## config.mk

```make
export PLATFORM = sky130hd
export DESIGN_NAME = alu_issue_stage_flat
export DESIGN_NICKNAME = d
export VERILOG_FILES = /design/src/rtl/alu_pkg.sv /design/src/rtl/alu_issue_stage_if.sv /design/src/rtl/alu_issue_decode.sv /design/src/rtl/alu_issue_stage.sv /design/src/flat_wrapper.sv
export SDC_FILE = /design/constraint.sdc
export NUM_CORES = 1
export LEC_CHECK = 0
export CAP_MARGIN = 20
export CORE_MARGIN = 3
export CORE_UTILIZATION = 23
export CTS_CLUSTER_SIZE = 14
export DETAILED_ROUTE_END_ITERATION = 12
export GPL_ROUTABILITY_DRIVEN = 0
export SYNTH_ARGS = -nofsm -noshare
export SYNTH_HDL_FRONTEND = slang
export SYNTH_SLANG_ARGS = --single-unit
```

## constraint.sdc

```tcl
create_clock -name clk -period 1.69 [get_ports clk]
set_input_delay 0.2535 -clock clk [delete_from_list [all_inputs] [get_ports clk]]
set_output_delay 0.2535 -clock clk [all_outputs]
set_load 0.03 [all_outputs]
```

## src/rtl/alu_pkg.sv

```systemverilog
// Shared ALU definitions: funct and opcode encodings, instruction field positions,
// and the decoded issue record handed from the decoder to the issue register.
package alu_pkg;

  localparam int ALU_DATA_W = 32;
  localparam int ALU_CNT_W  = 16;

  localparam logic [5:0] FUNCT_NOP = 6'b000000;
  localparam logic [5:0] FUNCT_ADD = 6'b001001;
  localparam logic [5:0] FUNCT_SUB = 6'b001010;
  localparam logic [5:0] FUNCT_AND = 6'b010001;
  localparam logic [5:0] FUNCT_SLL = 6'b100001;

  localparam logic [5:0] OP_RTYPE = 6'b000000;
  localparam logic [5:0] OP_ADDI  = 6'b001000;

  localparam int OP_LSB    = 26;
  localparam int RT_LSB    = 16;
  localparam int RD_LSB    = 11;
  localparam int SHAMT_LSB = 6;
  localparam int FUNCT_LSB = 0;
  localparam int IMM_LSB   = 0;

  typedef struct packed {
    logic [5:0]            funct;
    logic [ALU_DATA_W-1:0] src1;
    logic [ALU_DATA_W-1:0] src2;
    logic [4:0]            shamt;
    logic [4:0]            rd;
    logic                  illegal;
  } issue_t;

  function automatic logic isAluFunct(input logic [5:0] funct);
    return (funct == FUNCT_ADD) || (funct == FUNCT_SUB) ||
           (funct == FUNCT_AND) || (funct == FUNCT_SLL);
  endfunction

endpackage

```

## src/rtl/alu_issue_stage_if.sv

```systemverilog
// Instruction-in and writeback-out handshake channels of the ALU issue stage.
interface alu_issue_stage_if #(parameter int DATA_W = 32);

  logic              in_valid;
  logic              in_ready;
  logic [31:0]       in_instr;
  logic [DATA_W-1:0] in_rs_val;
  logic [DATA_W-1:0] in_rt_val;

  logic              out_valid;
  logic              out_ready;
  logic [DATA_W-1:0] out_result;
  logic              out_zero;
  logic              out_carry;
  logic [4:0]        out_rd;
  logic              out_illegal;

  modport master (
    output in_valid, in_instr, in_rs_val, in_rt_val, out_ready,
    input  in_ready, out_valid, out_result, out_zero, out_carry, out_rd, out_illegal
  );

  modport slave (
    input  in_valid, in_instr, in_rs_val, in_rt_val, out_ready,
    output in_ready, out_valid, out_result, out_zero, out_carry, out_rd, out_illegal
  );

endinterface

```

## src/rtl/alu_issue_decode.sv

```systemverilog
// Pure combinational decode of an instruction word plus register values into ALU controls.
module alu_issue_decode
  import alu_pkg::*;
(
  input  logic [31:0]           instr_i,
  input  logic [ALU_DATA_W-1:0] rsVal_i,
  input  logic [ALU_DATA_W-1:0] rtVal_i,
  output issue_t                issue_o
);

  logic [5:0]  opField;
  logic [5:0]  functField;
  logic [15:0] immField;
  logic [4:0]  unusedRsField;

  assign opField       = instr_i[OP_LSB +: 6];
  assign functField    = instr_i[FUNCT_LSB +: 6];
  assign immField      = instr_i[IMM_LSB +: 16];
  assign unusedRsField = instr_i[25:21];

  // Undecodable words default to a NOP that the ALU turns into result 0.
  always_comb begin
    issue_o         = '0;
    issue_o.funct   = FUNCT_NOP;
    issue_o.illegal = 1'b1;
    if (opField == OP_RTYPE && isAluFunct(functField)) begin
      issue_o.funct   = functField;
      issue_o.src1    = rsVal_i;
      issue_o.src2    = rtVal_i;
      issue_o.shamt   = instr_i[SHAMT_LSB +: 5];
      issue_o.rd      = instr_i[RD_LSB +: 5];
      issue_o.illegal = 1'b0;
    end else if (opField == OP_ADDI) begin
      issue_o.funct   = FUNCT_ADD;
      issue_o.src1    = rsVal_i;
      issue_o.src2    = {{(ALU_DATA_W-16){immField[15]}}, immField};
      issue_o.shamt   = 5'd0;
      issue_o.rd      = instr_i[RT_LSB +: 5];
      issue_o.illegal = 1'b0;
    end
  end

endmodule

```

## src/rtl/alu_issue_stage.sv

```systemverilog
// Two-stage issue/writeback pipeline around an external combinational ALU, with
// full valid/ready backpressure and retired/illegal counters.
module alu_issue_stage
  import alu_pkg::*;
#(
  parameter int DATA_W = ALU_DATA_W,
  parameter int CNT_W  = ALU_CNT_W
)(
  input  logic              clk,
  input  logic              rst_n,
  alu_issue_stage_if.slave  bus,
  output logic [DATA_W-1:0] alu_src1,
  output logic [DATA_W-1:0] alu_src2,
  output logic [4:0]        alu_shamt,
  output logic [5:0]        alu_funct,
  input  logic [DATA_W-1:0] alu_result,
  input  logic              alu_zero,
  input  logic              alu_carry,
  output logic [CNT_W-1:0]  retired_cnt,
  output logic [CNT_W-1:0]  illegal_cnt
);

  issue_t            decoded;
  issue_t            iReg_q;
  logic              iValid_q;
  logic              wValid_q;
  logic [DATA_W-1:0] wResult_q;
  logic              wZero_q;
  logic              wCarry_q;
  logic [4:0]        wRd_q;
  logic              wIllegal_q;
  logic [CNT_W-1:0]  retiredCnt_q;
  logic [CNT_W-1:0]  illegalCnt_q;
  logic              inAccept;
  logic              iAdvance;
  logic              outFire;

  alu_issue_decode uDecode (
    .instr_i (bus.in_instr),
    .rsVal_i (bus.in_rs_val),
    .rtVal_i (bus.in_rt_val),
    .issue_o (decoded)
  );

  assign iAdvance     = iValid_q & (~wValid_q | bus.out_ready);
  assign bus.in_ready = ~iValid_q | iAdvance;
  assign inAccept     = bus.in_valid & bus.in_ready;
  assign outFire      = wValid_q & bus.out_ready;

  // The issue payload only changes on accept so the ALU inputs never glitch when I drains.
  always_ff @(posedge clk or negedge rst_n) begin
    if (!rst_n) begin
      iValid_q <= 1'b0;
      iReg_q   <= '0;
    end else if (inAccept) begin
      iValid_q <= 1'b1;
      iReg_q   <= decoded;
    end else if (iAdvance) begin
      iValid_q <= 1'b0;
    end
  end

  always_ff @(posedge clk or negedge rst_n) begin
    if (!rst_n) begin
      wValid_q   <= 1'b0;
      wResult_q  <= '0;
      wZero_q    <= 1'b0;
      wCarry_q   <= 1'b0;
      wRd_q      <= 5'd0;
      wIllegal_q <= 1'b0;
    end else if (iAdvance) begin
      wValid_q   <= 1'b1;
      wResult_q  <= iReg_q.illegal ? '0 : alu_result;
      wZero_q    <= iReg_q.illegal ? 1'b1 : alu_zero;
      wCarry_q   <= iReg_q.illegal ? 1'b0 : alu_carry;
      wRd_q      <= iReg_q.rd;
      wIllegal_q <= iReg_q.illegal;
    end else if (outFire) begin
      wValid_q <= 1'b0;
    end
  end

  always_ff @(posedge clk or negedge rst_n) begin
    if (!rst_n) begin
      retiredCnt_q <= '0;
      illegalCnt_q <= '0;
    end else if (outFire) begin
      retiredCnt_q <= retiredCnt_q + CNT_W'(1);
      if (wIllegal_q) illegalCnt_q <= illegalCnt_q + CNT_W'(1);
    end
  end

  assign alu_src1        = iReg_q.src1;
  assign alu_src2        = iReg_q.src2;
  assign alu_shamt       = iReg_q.shamt;
  assign alu_funct       = iReg_q.funct;
  assign bus.out_valid   = wValid_q;
  assign bus.out_result  = wResult_q;
  assign bus.out_zero    = wZero_q;
  assign bus.out_carry   = wCarry_q;
  assign bus.out_rd      = wRd_q;
  assign bus.out_illegal = wIllegal_q;
  assign retired_cnt     = retiredCnt_q;
  assign illegal_cnt     = illegalCnt_q;

endmodule

```

## src/flat_wrapper.sv

```systemverilog
// flat-port wrapper written by rule: the top's interface ports become plain ports
module alu_issue_stage_flat import alu_pkg::*;
#(
  parameter int DATA_W = ALU_DATA_W,
  parameter int CNT_W  = ALU_CNT_W
)
  (clk, rst_n, alu_src1, alu_src2, alu_shamt, alu_funct, alu_result, alu_zero, alu_carry, retired_cnt, illegal_cnt, bus_in_valid, bus_in_instr, bus_in_rs_val, bus_in_rt_val, bus_out_ready, bus_in_ready, bus_out_valid, bus_out_result, bus_out_zero, bus_out_carry, bus_out_rd, bus_out_illegal);
  alu_issue_stage_if #(.DATA_W(DATA_W)) bus_i ();
  input  logic clk;
  input  logic rst_n;
  output logic [DATA_W-1:0] alu_src1;
  output logic [DATA_W-1:0] alu_src2;
  output logic [4:0] alu_shamt;
  output logic [5:0] alu_funct;
  input  logic [DATA_W-1:0] alu_result;
  input  logic alu_zero;
  input  logic alu_carry;
  output logic [CNT_W-1:0] retired_cnt;
  output logic [CNT_W-1:0] illegal_cnt;
  input wire logic [$bits(bus_i.in_valid)-1:0] bus_in_valid;
  input wire logic [$bits(bus_i.in_instr)-1:0] bus_in_instr;
  input wire logic [$bits(bus_i.in_rs_val)-1:0] bus_in_rs_val;
  input wire logic [$bits(bus_i.in_rt_val)-1:0] bus_in_rt_val;
  input wire logic [$bits(bus_i.out_ready)-1:0] bus_out_ready;
  output wire logic [$bits(bus_i.in_ready)-1:0] bus_in_ready;
  output wire logic [$bits(bus_i.out_valid)-1:0] bus_out_valid;
  output wire logic [$bits(bus_i.out_result)-1:0] bus_out_result;
  output wire logic [$bits(bus_i.out_zero)-1:0] bus_out_zero;
  output wire logic [$bits(bus_i.out_carry)-1:0] bus_out_carry;
  output wire logic [$bits(bus_i.out_rd)-1:0] bus_out_rd;
  output wire logic [$bits(bus_i.out_illegal)-1:0] bus_out_illegal;
  assign bus_i.in_valid = bus_in_valid;
  assign bus_i.in_instr = bus_in_instr;
  assign bus_i.in_rs_val = bus_in_rs_val;
  assign bus_i.in_rt_val = bus_in_rt_val;
  assign bus_i.out_ready = bus_out_ready;
  assign bus_in_ready = bus_i.in_ready;
  assign bus_out_valid = bus_i.out_valid;
  assign bus_out_result = bus_i.out_result;
  assign bus_out_zero = bus_i.out_zero;
  assign bus_out_carry = bus_i.out_carry;
  assign bus_out_rd = bus_i.out_rd;
  assign bus_out_illegal = bus_i.out_illegal;
  alu_issue_stage #(.DATA_W(DATA_W), .CNT_W(CNT_W)) u_core (.clk(clk), .rst_n(rst_n), .bus(bus_i), .alu_src1(alu_src1), .alu_src2(alu_src2), .alu_shamt(alu_shamt), .alu_funct(alu_funct), .alu_result(alu_result), .alu_zero(alu_zero), .alu_carry(alu_carry), .retired_cnt(retired_cnt), .illegal_cnt(illegal_cnt));
endmodule
```

# Yosys cells after proc, flatten, opt, wreduce, memory -nomap -nowiden
# Cells that the tools add are included.
# totals
ff_bits,155
output_inout_bits,149
elab_cells,46
# classes
n_addsub,2
n_eq_ne,5
n_mux,9
bitwise,7
n_reduce_logical,8
# ops
op,count
two-way mux 81 bit,1
two-way mux 79 bit,1
adder 16 x 1 -> 16 bit (second input constant),2
two-way mux 32 bit,1
== test 6 x 4 -> 1 bit (second input constant),3
== test 6 x 5 -> 1 bit (second input constant),1
== test 6 bit (second input constant),1
zero test 6 bit,1
two-way mux 1 bit,6
nonzero test 2 bit,2
AND 1 bit,3
logical OR 1 bit,3
NOT 1 bit,2
OR 1 bit,2
AND reduction 2 bit,1
logical AND 1 bit,1

# Depth between registers and ports, before layout
# Gate-level depths: netlist (run 1).
# logic_depth
depth_word,6
depth_mapped,7

# Modules after synthesis
# From an unflattened synthesis (run 1), not the netlist that was laid out.
# hier_totals
hier_cells,720
hier_area_um2,7845.0
# by_module_without_submodules
module,instances,cells_each,area_each_um2,seq_area_each_um2
alu_issue_stage,1,529,6710.2,3878.7
alu_issue_decode,1,191,1134.8,0.0

# Worst setup path after synthesis (run 1)
# Ideal clock, no wire load.
# synth_path
path_kind,flip-flop to flip-flop
start,"register u_core.wValid_q, in the netlist u_core.bus.out_valid"
end,register u_core.iReg_q (netlist bit u_core.alu_src1[22])
setup_ps,122
arrival_time_ps,2018
t_required_ps,1568
slack_ps,-449
path_stages_with_launch,8
synth_period_minus_slack_ps,2139
path_cell_list,dfrtp_1 > nand3b_1 > and2_1 > clkbuf_1 > and2_1 > buf_6 > buf_6 > a32o_1
# synth_between
elab_chain_cells,5
# synth_lines
element,line,rtl
"start, declared",alu_issue_stage.sv:26,logic wValid_q;
"start signal, assigned",alu_issue_stage.sv:65,wValid_q <= 1'b0;
"start signal, assigned",alu_issue_stage.sv:72,wValid_q <= 1'b1;
"start signal, assigned",alu_issue_stage.sv:79,wValid_q <= 1'b0;
NOT 1 bit,alu_issue_stage.sv:45,assign iAdvance = iValid_q & (~wValid_q | bus.out_ready);
OR 1 bit,alu_issue_stage.sv:45,
AND 1 bit,alu_issue_stage.sv:45,
OR 1 bit,alu_issue_stage.sv:46,assign bus.in_ready = ~iValid_q | iAdvance;
net bus_in_ready,flat_wrapper.sv:25,output wire logic [$bits(bus_i.in_ready)-1:0] bus_in_ready;
AND 1 bit,alu_issue_stage.sv:47,assign inAccept = bus.in_valid & bus.in_ready;
"end signal, assigned",alu_issue_stage.sv:57,iReg_q <= decoded;
"end, declared",alu_issue_stage.sv:24,issue_t iReg_q;
# The timed path passes the listed nets, and every way through them passes these cells.
# A chain may end at the register's enable or synchronous reset.

# Final worst setup path (run 1)
# layout_path
start,"register u_core.wValid_q, in the netlist u_core.bus.out_valid"
end,output bus_out_valid
# layout_lines
element,line,rtl
"end, declared",flat_wrapper.sv:26,output wire logic [$bits(bus_i.out_valid)-1:0] bus_out_valid;
# No word-level cell between the ends.

==> impl_metrics.json, run 1 <==
{
  "cts_num_sinks": 155,
  "hpwlAfterDp_um": 15970,
  "cts_tree": "done",
  "hold_viol": 0,
  "die_h_um": 181.5,
  "rr_endpoint": "u_core.retired_cnt[13]",
  "synth_ff_type": "dfrtp_1",
  "status": "finished clean",
  "reg2reg_from": "u_core.retired_cnt[4]",
  "ff_latch_area_mm2": 0.003881,
  "r2r_cells": 5,
  "htree_num_levels": 4,
  "cts_buffers": 17,
  "path_clk_slew_ns": 0.07,
  "grt_setup_unrepaired": "no",
  "place_inst": 1280,
  "cts_buffer_depth": 2,
  "grt_pass1_wl_um": 34440,
  "syn_to_final_growth_pct": 49.52,
  "cts_setup_buffers": 0,
  "gr-usage-all-layers_pct": 13.17,
  "yosysWarnings": 0,
  "drc_errors": 0,
  "setup_ws_ns": 0.07376,
  "grt-ovfl-total": 0,
  "start_kind": "flip-flop",
  "synthArstFlopShare_pct": 100.0,
  "dr.pass1.iters": 4,
  "start_util_pct": 23.64,
  "syn_area_mm2": 0.007082,
  "drtIter0Drc": 211,
  "critPathKind": "reg2out",
  "p_leak_nw": 4.955,
  "report.final.slew_viol_count": 0,
  "power_density_mw_per_mm2": 1005,
  "ios": 283,
  "maxSlewHeadroom_pct": 67.04,
  "hold_path.class": "in2async",
  "fill_cells": 3079,
  "clock_latency_ns": 0.43,
  "finClkSkew_ns": 0.01596,
  "synth-seq-cells": 155,
  "die_x_um": 181.5,
  "critical_path_arrival_ns": 1.36,
  "core_area_mm2": 0.02995,
  "fmax_ghz": 0.6187,
  "ys_types": 33,
  "cp-end-kind": "output pin",
  "wl_per_cell_um": 16.62,
  "port_buffers": 277,
  "rrSetupSlack_ns": 0.16,
  "irDropWorstVdd_mv": 0.6510,
  "antenna_found_initial": 3,
  "worst_pin_slew_ns": 0.4933,
  "stdcell_area_mm2": 0.01059,
  "grt_max_degree": 69,
  "vias": 5759,
  "ys_seq_area_share_pct": 54.77,
  "routed_wirelength_um": 21850,
  "root_buffer": "clkbuf_16",
  "post-place-ws_ns": -0.4064,
  "finish.utilization_pct": 35.35,
  "die-area_mm2": 0.03293,
  "drive_gt1_share_pct": 11.48,
  "antenna_left": 0,
  "crit_path_max_fanout": 6,
  "rows": 63,
  "nets": 1046,
  "syn-instance-count": 684,
  "syn_area_per_cell_um2": 10.35,
  "fin_cells": 1315,
  "multiInputGateArea_mm2": 0.002440,
  "post_drt_via_cell_ratio": 4.379,
  "period_share_pct": 95.64,
  "place_area_mm2": 0.01016,
  "drv_cap": 0,
  "layout_min_cycle_time_ns": 1.616,
  "setup_viol": 0,
  "synth_edf_count": 0,
  "required_ns": 1.44,
  "syn_nets": 820,
  "grt_pass1_vias": 5906
}
==> metrics by stage <==
step                hold slack (ns)  total power [mW]  TNS (ns)
floorplan                  -0.04209             5.723    -7.967
global placement             0.1691             6.997    -32.45
detailed placement           0.1711             7.024    -34.02
CTS                          0.2822             10.85         0
global route                 0.2917             11.16         0
finish                       0.2849             10.65         0
==> kinds of logic after synthesis <==
kind of cell             count (synthesis)  share of synthesized area, %
AND/OR/NAND/NOR                        227                         16.01
flip-flops                             155                         54.77
AO/OA/AOI/OAI                          137                         12.37
buffers and inverters                  123                         11.24
XOR/XNOR                                31                         3.834
multiplexers                             9                         1.431
adder cells (fa/ha/maj)                  2                        0.3533
==> where the power goes <==
part / total (mW) / switching [mW] / internal [mW]
Combinational: 2.35 / 1.39 / 0.959
Sequential: 4.34 / 0.305 / 4.04
Clock: 3.96 / 1.71 / 2.25
==> synth_stat cells, types with 9 or more instances <==
cell type    n  share of area, %
a21oi_1     59               4.2
a32o_1      32               4.5
buf_2        9              0.64
buf_4       78               8.3
clkbuf_1    23               1.2
dfrtp_1    155                55
mux2_2       9               1.4
nand2_1     67               3.6
nand2b_1    36               3.2
nand3_1     12              0.85
nand4_1     44               3.9
nor2_1      46               2.4
o21ai_0     34               2.4
xnor2_1     20               2.5
xor2_1      11               1.4
==> cell usage in the layout (no fill, tap or decap), types with 2 or more instances in the layout <==
cell,netlist,routed
nor4_2,1,3
clkinv_2,0,2
o21ai_1,8,8
nand4_1,44,44
buf_4,78,35
nand2_2,0,2
bufinv_16,0,2
nand2_1,67,65
buf_12,0,16
nand3_1,12,12
o211ai_1,2,2
nor3_1,4,4
xor2_1,11,11
clkinvlp_4,0,3
dfrtp_2,0,2
o21ai_0,34,34
and3_1,3,3
ha_1,2,2
and4_1,2,2
clkbuf_16,0,17
a21oi_1,59,58
dlygate4sd2_1,0,148
clkdlybuf4s50_1,0,127
xnor2_1,20,20
diode_2,0,2
a32o_1,32,32
nor2_1,46,46
inv_6,0,5
inv_1,2,2
and2_1,5,3
dfrtp_1,155,153
nand2b_1,36,36
mux2_2,9,9
==> area by class of cell <==
class	count	share of cell area, %
clock inverters	14	1.477
clock buffers	18	4.147
inverters	2	0.07090
well taps	390	4.608
flip-flops and latches	155	36.65
multi-input cells	406	23.04
repair buffers	328	29.95
diodes	2	0.04726
==> flip-flops by register name, indices dropped and copies added, names as in the netlist, 5 cells and up <==
register / count
u_core.retired_cnt: 16
u_core.alu_funct: 6
u_core.bus.out_result: 32
u_core.alu_src1: 32
u_core.alu_shamt: 5
u_core.iReg_q: 6
u_core.bus.out_rd: 5
u_core.alu_src2: 32
u_core.illegal_cnt: 16
==> worst max-delay path by stage <==
| stage | endpoint | slack, ns | from |
|---|---|---|---|
| 6_report | bus_out_valid | 0.07 | u_core.bus.out_valid |
| 3_5_place_dp | u_core.alu_src1[20] | -0.41 | bus_in_instr[0] |
| 4_1_cts | u_core.alu_src2[18] | 0.03 | u_core.bus.out_valid |
| 3_3_place_gp | u_core.alu_src1[9] | -0.37 | bus_in_instr[0] |
| 5_1_grt | u_core.alu_src2[0] | 0.0004 | bus_in_instr[26] |
| 2_1_floorplan | u_core.alu_src1[10] | -0.20 | u_core.bus.out_valid |
==> per-layer routing <==
| metal | share of wire, % | global-route usage [%] |
|---|---|---|
| met1 | 44 | 16.93 |
| met2 | 48 | 21.29 |
| met3 | 6.7 | 4.046 |
| met4 | 1.6 | 4.113 |
| met5 | 0.032 | 0 |
==> worst max-delay path: stages (launching register included) <==
cell and delay, ns:
dfrtp_2 0.41, buf_4 0.14, dlygate4sd2_1 0.40
==> repair_timing <==
item                                    4_1_cts  5_1_grt
hold endpoints to repair                     30        0
endpoints found under the setup margin      148       55
cloned                                        0        0
hold buffers                                  1        0
pin swaps                                     0        1
resized for setup                           148        1
No activity file was read; power rests on OpenSTA's default activity.
==> inputs of run 2 (changes only) <==
Settings changed: ABC_AREA from default to 0, CORE_UTILIZATION 23 to 44, PLACE_DENSITY from default to 0.81.
==> impl_metrics.json, run 2 (synthesis gave the netlist of run 1 again) <==
{
  "crit_path_max_fanout": 33,
  "timing.setup.tns_ns": 0,
  "root_buffer": "clkbuf_16",
  "cp_top_family": "compound AO/OA/AOI/OAI gates",
  "setup_viol": 0,
  "die_x_um": 132.9,
  "period_share_pct": 96.60,
  "power_mw": 10.43,
  "report.final.slew_viol_count": 0,
  "status": "finished clean",
  "hold_viol": 0,
  "die-area_mm2": 0.01765,
  "cts_buffer_depth": 2,
  "core_area_mm2": 0.01548,
  "drv_cap": 0,
  "path_clk_slew_ns": 0.06,
  "hold_path.class": "in2async",
  "grt_pass1_vias": 5944,
  "drc_errors": 0,
  "crit_chain": "clkdlybuf4s50_1 > buf_4 > a2111oi_4 > a21o_1 > buf_12 > a32o_1",
  "clock_latency_ns": 0.41,
  "drive_gt1_share_pct": 11.43,
  "grt_pass1_wl_um": 31220,
  "layout_common_cells": "152 x dfrtp_1, 146 x dlygate4sd2_1, 127 x clkdlybuf4s50_1",
  "start_kind": "input pin",
  "worst_pin_slew_ns": 0.4278,
  "fmax_ghz": 0.6126,
  "finish.utilization_pct": 66.69,
  "rows": 45,
  "cts_tree": "done",
  "crit_buf_inv": 3,
  "antenna_left": 0,
  "grt_max_degree": 69,
  "die_h_um": 132.9,
  "ff_latch_area_mm2": 0.003882,
  "irDropWorstVdd_mv": 0.6824,
  "crit_slowest_cell": "a2111oi_4",
  "syn_to_final_growth_pct": 45.81,
  "grt_setup_unrepaired": "yes",
  "required_ns": 2.04,
  "nets": 1042,
  "antenna_found_initial": 0,
  "drtIter0Drc": 332,
  "critical_path_arrival_ns": 1.98,
  "dr.pass1.iters": 4,
  "hpwlAfterDp_um": 14320,
  "diodes": 0,
  "start_util_pct": 45.74,
  "wl_per_cell_um": 17.63,
  "grt-ovfl-total": 0,
  "p_leak_nw": 4.973,
  "vias": 5860,
  "post_drt_via_cell_ratio": 5.186,
  "final_common_cell": "dfrtp_1",
  "gr-usage-all-layers_pct": 22.05,
  "port_buffers": 277,
  "power_density_mw_per_mm2": 1010,
  "maxSlewHeadroom_pct": 71.48,
  "routed_wirelength_um": 19930,
  "ios": 283,
  "finClkSkew_ns": 0.006736,
  "htree_num_levels": 4,
  "cpPeakStageDelay_ns": 0.48,
  "layout_min_cycle_time_ns": 1.632,
  "fill_cells": 1250,
  "cts_buffers": 17,
  "cp-end-kind": "flip-flop",
  "cts_num_sinks": 155,
  "multiInputGateArea_mm2": 0.002475,
  "critPathKind": "in2reg"
}
run 2: changes by cell type in the layout (fill, tap and decap cells not counted), moves of 2 or more:
| cell | delta |
|---|---|
| nor4_4 | +2 |
| diode_2 | -2 |
| buf_6 | +3 |
| dlygate4sd2_1 | -2 |
| clkinv_4 | +3 |
| dlymetal6s2s_1 | +2 |
| buf_4 | -3 |
| inv_6 | -2 |
| buf_12 | -4 |
run 2: layout make-up:
type                    count  share of cell area [%]
repair buffers            324                   30.12
flip-flops and latches    155                   37.60
clock inverters            13                   1.296
multi-input cells         406                   23.97
well taps                 211                   2.557
inverters                   2                 0.07270
clock buffers              19                   4.386
run 2: repair_timing:
item,in CTS,in global routing
setup buffers,0,1
pin swaps,1,1
endpoints found under the setup margin,180,19
hold buffers,1,0
resized for setup,146,12
hold endpoints to repair,39,0
run 2: per-layer routing:
layer	part of all wire [%]	up-vias	global-route usage, %
li1	-	2752	-
met1	39	2846	26.63
met2	50	233	36.96
met3	8.5	29	7.605
met4	2.5	0	7.390
met5	0	-	0
run 2: worst register-to-register path, delay by kind of cell (launching register included):
family,cells,cell delay (ns)
buffers and inverters,1,0.17
and+or+nand+nor,3,0.56
DFF,1,0.41
adders and majority gates,1,0.18
xor gates and xnor gates,1,0.13
run 2: power by group:
group | internal, mW | switching (mW)
Clock | 2.15 | 1.59
Sequential | 4.04 | 0.331
Combinational | 0.937 | 1.39
Total | 7.12 | 3.31
run 2: worst paths after layout:
path / end / slack (ns) / depth (start not counted) / startpoint
setup / recovery: u_core.alu_src1[22] / 0.06 / 6 / bus_in_instr[4]
hold reg to reg: u_core.illegal_cnt[15] / 0.47 / 1 / u_core.illegal_cnt[15]
min in group clk: u_core.bus.out_result[14] / 0.40 / 3 / alu_result[14]
setup reg to reg: u_core.retired_cnt[12] / 0.13 / 6 / u_core.retired_cnt[1]
max in group asynchronous: u_core.bus.out_rd[4] / 0.74 / 3 / rst_n
hold / removal: u_core.retired_cnt[11] / 0.33 / 2 / rst_n
run 2: per-stage QoR:
stage | hold slack [ns] | setup slack, ns | instance area, um^2 | std cells
global route | 0.3603 | -0.03999 | 10330 | 1130
finish | 0.3329 | 0.05751 | 10330 | 1130
floorplan | -0.04209 | -0.2026 | 7107 | 684
global placement | 0.2134 | -0.3457 | 9844 | 1096
CTS | 0.3524 | 0.0006319 | 10260 | 1129
detailed placement | 0.2093 | -0.4840 | 9844 | 1096
